===== src/rtl/uart_rx_if.sv =====
// uart_rx_if: byte handshake between the UART receiver and its consumer
interface uart_rx_if;
  logic [7:0] data;
  logic       valid;
  logic       ready;
  modport master(output data, output valid, input ready);
  modport slave(input data, input valid, output ready);
endinterface


===== src/rtl/uart_rx.sv =====
// uart_rx: 8N1 oversampling UART receiver with majority vote, framing/overrun flags
module uart_rx #(
  parameter int CLOCK_FREQ = 12000000,
  parameter int BAUD_RATE  = 9600,
  parameter int OVERSAMPLE = 16
) (
  input  logic      clock,
  input  logic      reset,
  input  logic      rx,
  uart_rx_if.master bus,
  output logic      busy,
  output logic      framing_error,
  output logic      overrun
);
  localparam int DIV = CLOCK_FREQ / (BAUD_RATE * OVERSAMPLE);
  localparam int M   = OVERSAMPLE / 2;
  localparam int PW  = DIV > 1 ? $clog2(DIV) : 1;
  localparam int SW  = $clog2(OVERSAMPLE);
  typedef enum logic [2:0] {IDLE, START, DATA, STOP, BREAK} state_t;
  state_t state, nxt;
  logic rx_m, rx_s, s1, s2, tick, maj, at_samp, at_end, start_det, good, bad;
  logic [PW-1:0] pre;
  logic [SW-1:0] s;
  logic [2:0] idx;
  logic [7:0] shreg;
  assign tick    = pre == PW'(DIV - 1);
  assign maj     = (s1 & s2) | (s1 & rx_s) | (s2 & rx_s);
  assign at_samp = tick && s == SW'(M + 1);
  assign at_end  = tick && s == SW'(OVERSAMPLE - 1);
  assign busy    = state != IDLE;
  always_comb begin
    nxt       = state;
    start_det = 1'b0;
    good      = 1'b0;
    bad       = 1'b0;
    case (state)
      IDLE:  begin start_det = !rx_s; nxt = rx_s ? IDLE : START; end
      START: nxt = (at_samp && maj) ? IDLE : at_end ? DATA : START;
      DATA:  nxt = (at_end && idx == 3'd7) ? STOP : DATA;
      STOP:  begin good = at_samp && maj; bad = at_samp && !maj; nxt = good ? IDLE : bad ? BREAK : STOP; end
      BREAK: nxt = rx_s ? IDLE : BREAK;
      default: nxt = IDLE;
    endcase
  end
  // Stop is judged at mid-bit so a following start edge is never missed
  always_ff @(posedge clock or negedge reset) begin
    if (!reset) begin
      state         <= IDLE;
      rx_m          <= 1'b1;
      rx_s          <= 1'b1;
      pre           <= '0;
      s             <= '0;
      s1            <= 1'b1;
      s2            <= 1'b1;
      idx           <= '0;
      shreg         <= '0;
      bus.data      <= '0;
      bus.valid     <= 1'b0;
      framing_error <= 1'b0;
      overrun       <= 1'b0;
    end else begin
      state         <= nxt;
      rx_m          <= rx;
      rx_s          <= rx_m;
      pre           <= (start_det || tick) ? '0 : pre + 1'b1;
      s             <= start_det ? '0 : !tick ? s : (s == SW'(OVERSAMPLE - 1)) ? '0 : s + 1'b1;
      s1            <= (tick && s == SW'(M - 1)) ? rx_s : s1;
      s2            <= (tick && s == SW'(M)) ? rx_s : s2;
      idx           <= state == START ? '0 : (state == DATA && at_end) ? idx + 3'd1 : idx;
      shreg         <= (state == DATA && at_samp) ? {maj, shreg[7:1]} : shreg;
      framing_error <= bad;
      overrun       <= good && bus.valid && !bus.ready;
      if (good && (!bus.valid || bus.ready)) begin
        bus.data  <= shreg;
        bus.valid <= 1'b1;
      end else if (bus.valid && bus.ready) begin
        bus.valid <= 1'b0;
      end
    end
  end
endmodule


===== src/flat_wrapper.sv =====
// flat-port wrapper written by rule: the top's interface ports become plain ports
module uart_rx_flat 
#(
  parameter int CLOCK_FREQ = 12000000,
  parameter int BAUD_RATE  = 9600,
  parameter int OVERSAMPLE = 16
)
  (clock, reset, rx, busy, framing_error, overrun, bus_data, bus_valid, bus_ready);
  uart_rx_if bus_i ();
  input  logic clock;
  input  logic reset;
  input  logic rx;
  output logic busy;
  output logic framing_error;
  output logic overrun;
  output wire logic [$bits(bus_i.data)-1:0] bus_data;
  output wire logic [$bits(bus_i.valid)-1:0] bus_valid;
  input wire logic [$bits(bus_i.ready)-1:0] bus_ready;
  assign bus_data = bus_i.data;
  assign bus_valid = bus_i.valid;
  assign bus_i.ready = bus_ready;
  uart_rx #(.CLOCK_FREQ(CLOCK_FREQ), .BAUD_RATE(BAUD_RATE), .OVERSAMPLE(OVERSAMPLE)) u_core (.clock(clock), .reset(reset), .rx(rx), .bus(bus_i), .busy(busy), .framing_error(framing_error), .overrun(overrun));
endmodule

===== config.mk =====
export PLATFORM = sky130hd
export DESIGN_NAME = uart_rx_flat
export DESIGN_NICKNAME = d
export VERILOG_FILES = /design/src/rtl/uart_rx_if.sv /design/src/rtl/uart_rx.sv /design/src/flat_wrapper.sv
export SDC_FILE = /design/constraint.sdc
export NUM_CORES = 1
export LEC_CHECK = 0
export CAP_MARGIN = 20
export CORE_MARGIN = 2
export CORE_UTILIZATION = 40
export CTS_CLUSTER_SIZE = 14
export DETAILED_ROUTE_END_ITERATION = 10
export PLACE_DENSITY = 0.58
export SLEW_MARGIN = 20
export SYNTH_ARGS = -nofsm -noshare
export SYNTH_HDL_FRONTEND = slang
export SYNTH_SLANG_ARGS = --single-unit

===== constraint.sdc =====
create_clock -name clock -period 1.9 [get_ports clock]
set_clock_uncertainty 0.1 [all_clocks]
set_input_delay 0.38 -clock clock [delete_from_list [all_inputs] [get_ports clock]]
set_output_delay 0.38 -clock clock [all_outputs]
set_load 0.02 [all_outputs]

==> out/metrics.cfg <==
[outcome]
outcome=complete, but fails checks
violations=hold timing

[clock_network]
master_cell_of_the_clock_root_buffer=sky130_fd_sc_hd__clkbuf_8
number_of_h_tree_branching_levels=2
clock_path_buffers=2
clkLatencyLatePin_ns=0.30
cts_tree=built
clk_transition_reported_paths_ns=0.08
numCtsBuffers=5
cts.sink_count=40
ctsHoldBuffers=0

[finish]
post_route_cells_drive_above_1_share=0.319
layout.cells.most_common=sky130_fd_sc_hd__dfrtp_1
antenna_cells=0
commonest_non_fill_non_tap_cells_in_the_layout=sky130_fd_sc_hd__dfrtp_1, sky130_fd_sc_hd__mux2_2, sky130_fd_sc_hd__buf_4
num-nets-final=192
area_growth_syn_to_layout_pct=26.9

[placement]
count_of_port_buffers_added_during_placement=15
gp_routability_congestion=0.837
dp_hpwl_um=2560

[yosys]
synthesis.instances=143
synth_cell_types=35
synth_xor_area_frac=0.0343
synth_simple_gate_area_frac=0.185
post-synth-top-area-fraction=0.503
ys_warn_count=0
synthDominantAreaCellType=sky130_fd_sc_hd__dfrtp_1
muxShareOfSynthArea=0.124
synth_fa_ha_area_frac=0.0545
post_synth.cell_area_avg_sq_um=12.5
synth_compound_area_frac=0.0280
synth-seq-area-share=0.562
synth.ff_latch_count=40
synth_top_family_by_area=simple AND/OR/NAND/NOR gates
summed_instance_area_of_the_synthesized_netlist_sq_um=1790
syn-num-nets=154
ys_top_cells_by_area=sky130_fd_sc_hd__dfrtp_1, sky130_fd_sc_hd__mux2_2, sky130_fd_sc_hd__dfstp_2

[drt]
detail_route.wirelength_um=3510
detailedRoute.firstIterationViolations=55
wl_per_cell_um=15.0
vias_per_cell=5.18
first_pass_iters=4
antenna_violating_nets_post_route=0
dr_total_vias=1212
detail_route.drc_violations=0

[pwr]
intPower_mw=1.29
switching_share=0.204
power.ir.vdd_worst_mv=0.501
net-switching-power_mw=0.331
comb_power_share=0.017
p_leak_nw=1.12
power.sequential.fraction=0.527
powerDensity_nw_per_um2=715
power.clock.fraction=0.456

[sta]
fmax_mhz=540
setup_viol=0
totalNegativeSetupSlack_ns=0
worst_pin_slew_ns=0.603
unrepaired_setup_endpoints_after_global_routing=yes
finalWorstPathRequiredPeriod_ns=1.85
final-max-slew-violation-count=0
slew_headroom=0.598
final_hold_viol_count=20
timing.hold.ws_ns=-0.0174
fin_crit_sh=0.974

[setup_path]
worst_r2r_endpoint=u_core.bus.data[3]
endpoint_required_time_on_the_critical_path_ns=1.42
rr_worst_depth=7
arrival_worst_endpoint_ns=1.37
endpoint_kind=output pin
critical_path_class=reg2out
regToRegSetupSlack_ns=0.10
worstPathMaxFanout=3
ff_to_ff_start=u_core.pre[1]
worst_setup_path_start_kind=register

[die]
core_area_sq_um=4320
die_area_sq_um=5020
die-height_um=70.9
start_util=0.414
die_w_um=70.9
num_io_pins=16
rows=24

[global_route]
grtUsageTotal=0.158
grt_max_degree=27
antenna_found_initial=0
global_route_wire_length_before_repair_um=6190
globalRouteOverflowTotal=0
grt_pass1_vias=1287

[hold_path]
min_delay_worst_type=in2async

[job]
max_cap_viols=0

[worst max path at each step]
stage,startpoint,end,cells after the start
finish,u_core.state[2],busy,2
global route,u_core.pre[1],u_core.bus.data[3],7
floorplan,u_core.pre[1],u_core.bus.data[0],6
detailed placement,bus_ready,u_core.bus.data[4],6
global placement,bus_ready,u_core.bus.data[4],6
CTS,u_core.pre[1],u_core.bus.data[4],7
[per-layer routing]
| metal | up-vias | GRT usage | wire length [um] |
|---|---|---|---|
| met5 | - | 0 | 0 |
| met4 | 0 | 0.0629 | 63 |
| met3 | 7 | 0.0385 | 124 |
| met2 | 17 | 0.260 | 1710 |
| met1 | 605 | 0.202 | 1610 |
| li1 | 583 | - | - |
[stage by stage]
stage          worst slack (ns)  instances  instance area (sq um)   util  total power, mW
2_1_floorplan            0.0725        143                   1790      -            0.873
3_3_place_gp           -0.00178        225                   2130  0.492            0.900
3_5_place_dp            -0.0226        225                   2130  0.492            0.902
4_1_cts                 0.00229        233                   2250  0.520             1.64
5_1_grt                -0.00441        234                   2270  0.525             1.69
6_report                 0.0495        234                   2270  0.525             1.62
[cells by family (layout without fill, tap and decap cells)]
| logic type | count (synthesis) | after routing |
|---|---|---|
| adders and majority gates | 8 | 8 |
| buffers and inverters | 5 | 44 |
| and+or+nand+nor | 55 | 55 |
| DFF | 40 | 40 |
| AOI/OAI and AO/OA | 8 | 8 |
| xor gates and xnor gates | 7 | 7 |
| muxes | 20 | 20 |
[worst max-delay path, cell delays in order (launching register included)]
cell and delay, ns:
sky130_fd_sc_hd__dfrtp_1 0.40, sky130_fd_sc_hd__or3_1 0.38, sky130_fd_sc_hd__clkdlybuf4s15_1 0.29
[layout make-up]
type	count	area, sq um
fillers	374	2050
clock buffers	6	82.6
clock inverters	2	38.8
inverters	3	11.3
flip-flops and latches	40	1010
well taps	52	65.1
repair buffers	33	293
multi-input cells	98	774
[state kept, by name, summed over array words and instances, names as in the netlist]
| name | cells |
|---|---|
| u_core.s1 | 1 |
| u_core.shreg | 8 |
| u_core.framing_error | 1 |
| u_core.bus.data | 8 |
| u_core.rx_s | 1 |
| u_core.pre | 7 |
| u_core.overrun | 1 |
| u_core.s2 | 1 |
| u_core.s | 4 |
| u_core.bus.valid | 1 |
| u_core.state | 3 |
| u_core.idx | 3 |
| u_core.rx_m | 1 |
[power by group through the flow]
stage	registers [mW]	logic, mW	clock network (mW)
after floorplan	0.873	0.000379	0
after global placement	0.873	0.0272	0
after detailed placement	0.873	0.0287	0
after CTS	0.856	0.0287	0.753
after global routing	0.857	0.0325	0.796
final	0.856	0.0274	0.740
[cell usage after synthesis, drive strengths merged]
master / n
a21oi: 5
a32o: 1
a41o: 1
and2: 2
and3: 3
and3b: 2
and4bb: 1
buf: 2
dfrtp: 36
dfstp: 4
ha: 7
inv: 3
maj3: 1
mux2: 18
mux2i: 2
nand2: 11
nand2b: 1
nand3: 5
nand4: 4
nand4b: 3
nor2: 12
nor2b: 1
nor3: 1
nor3b: 3
nor4: 1
nor4b: 1
o21ai: 1
or2: 1
or3: 2
or4: 1
xnor2: 1
xor2: 6
[what timing repair did]
item,4_1_cts,5_1_grt
resized for setup,1,7
cloned,0,0
buffers inserted,0,1
endpoints found under the setup margin,1,18
pin swaps,0,1
(Power assumes the default switching activity.)
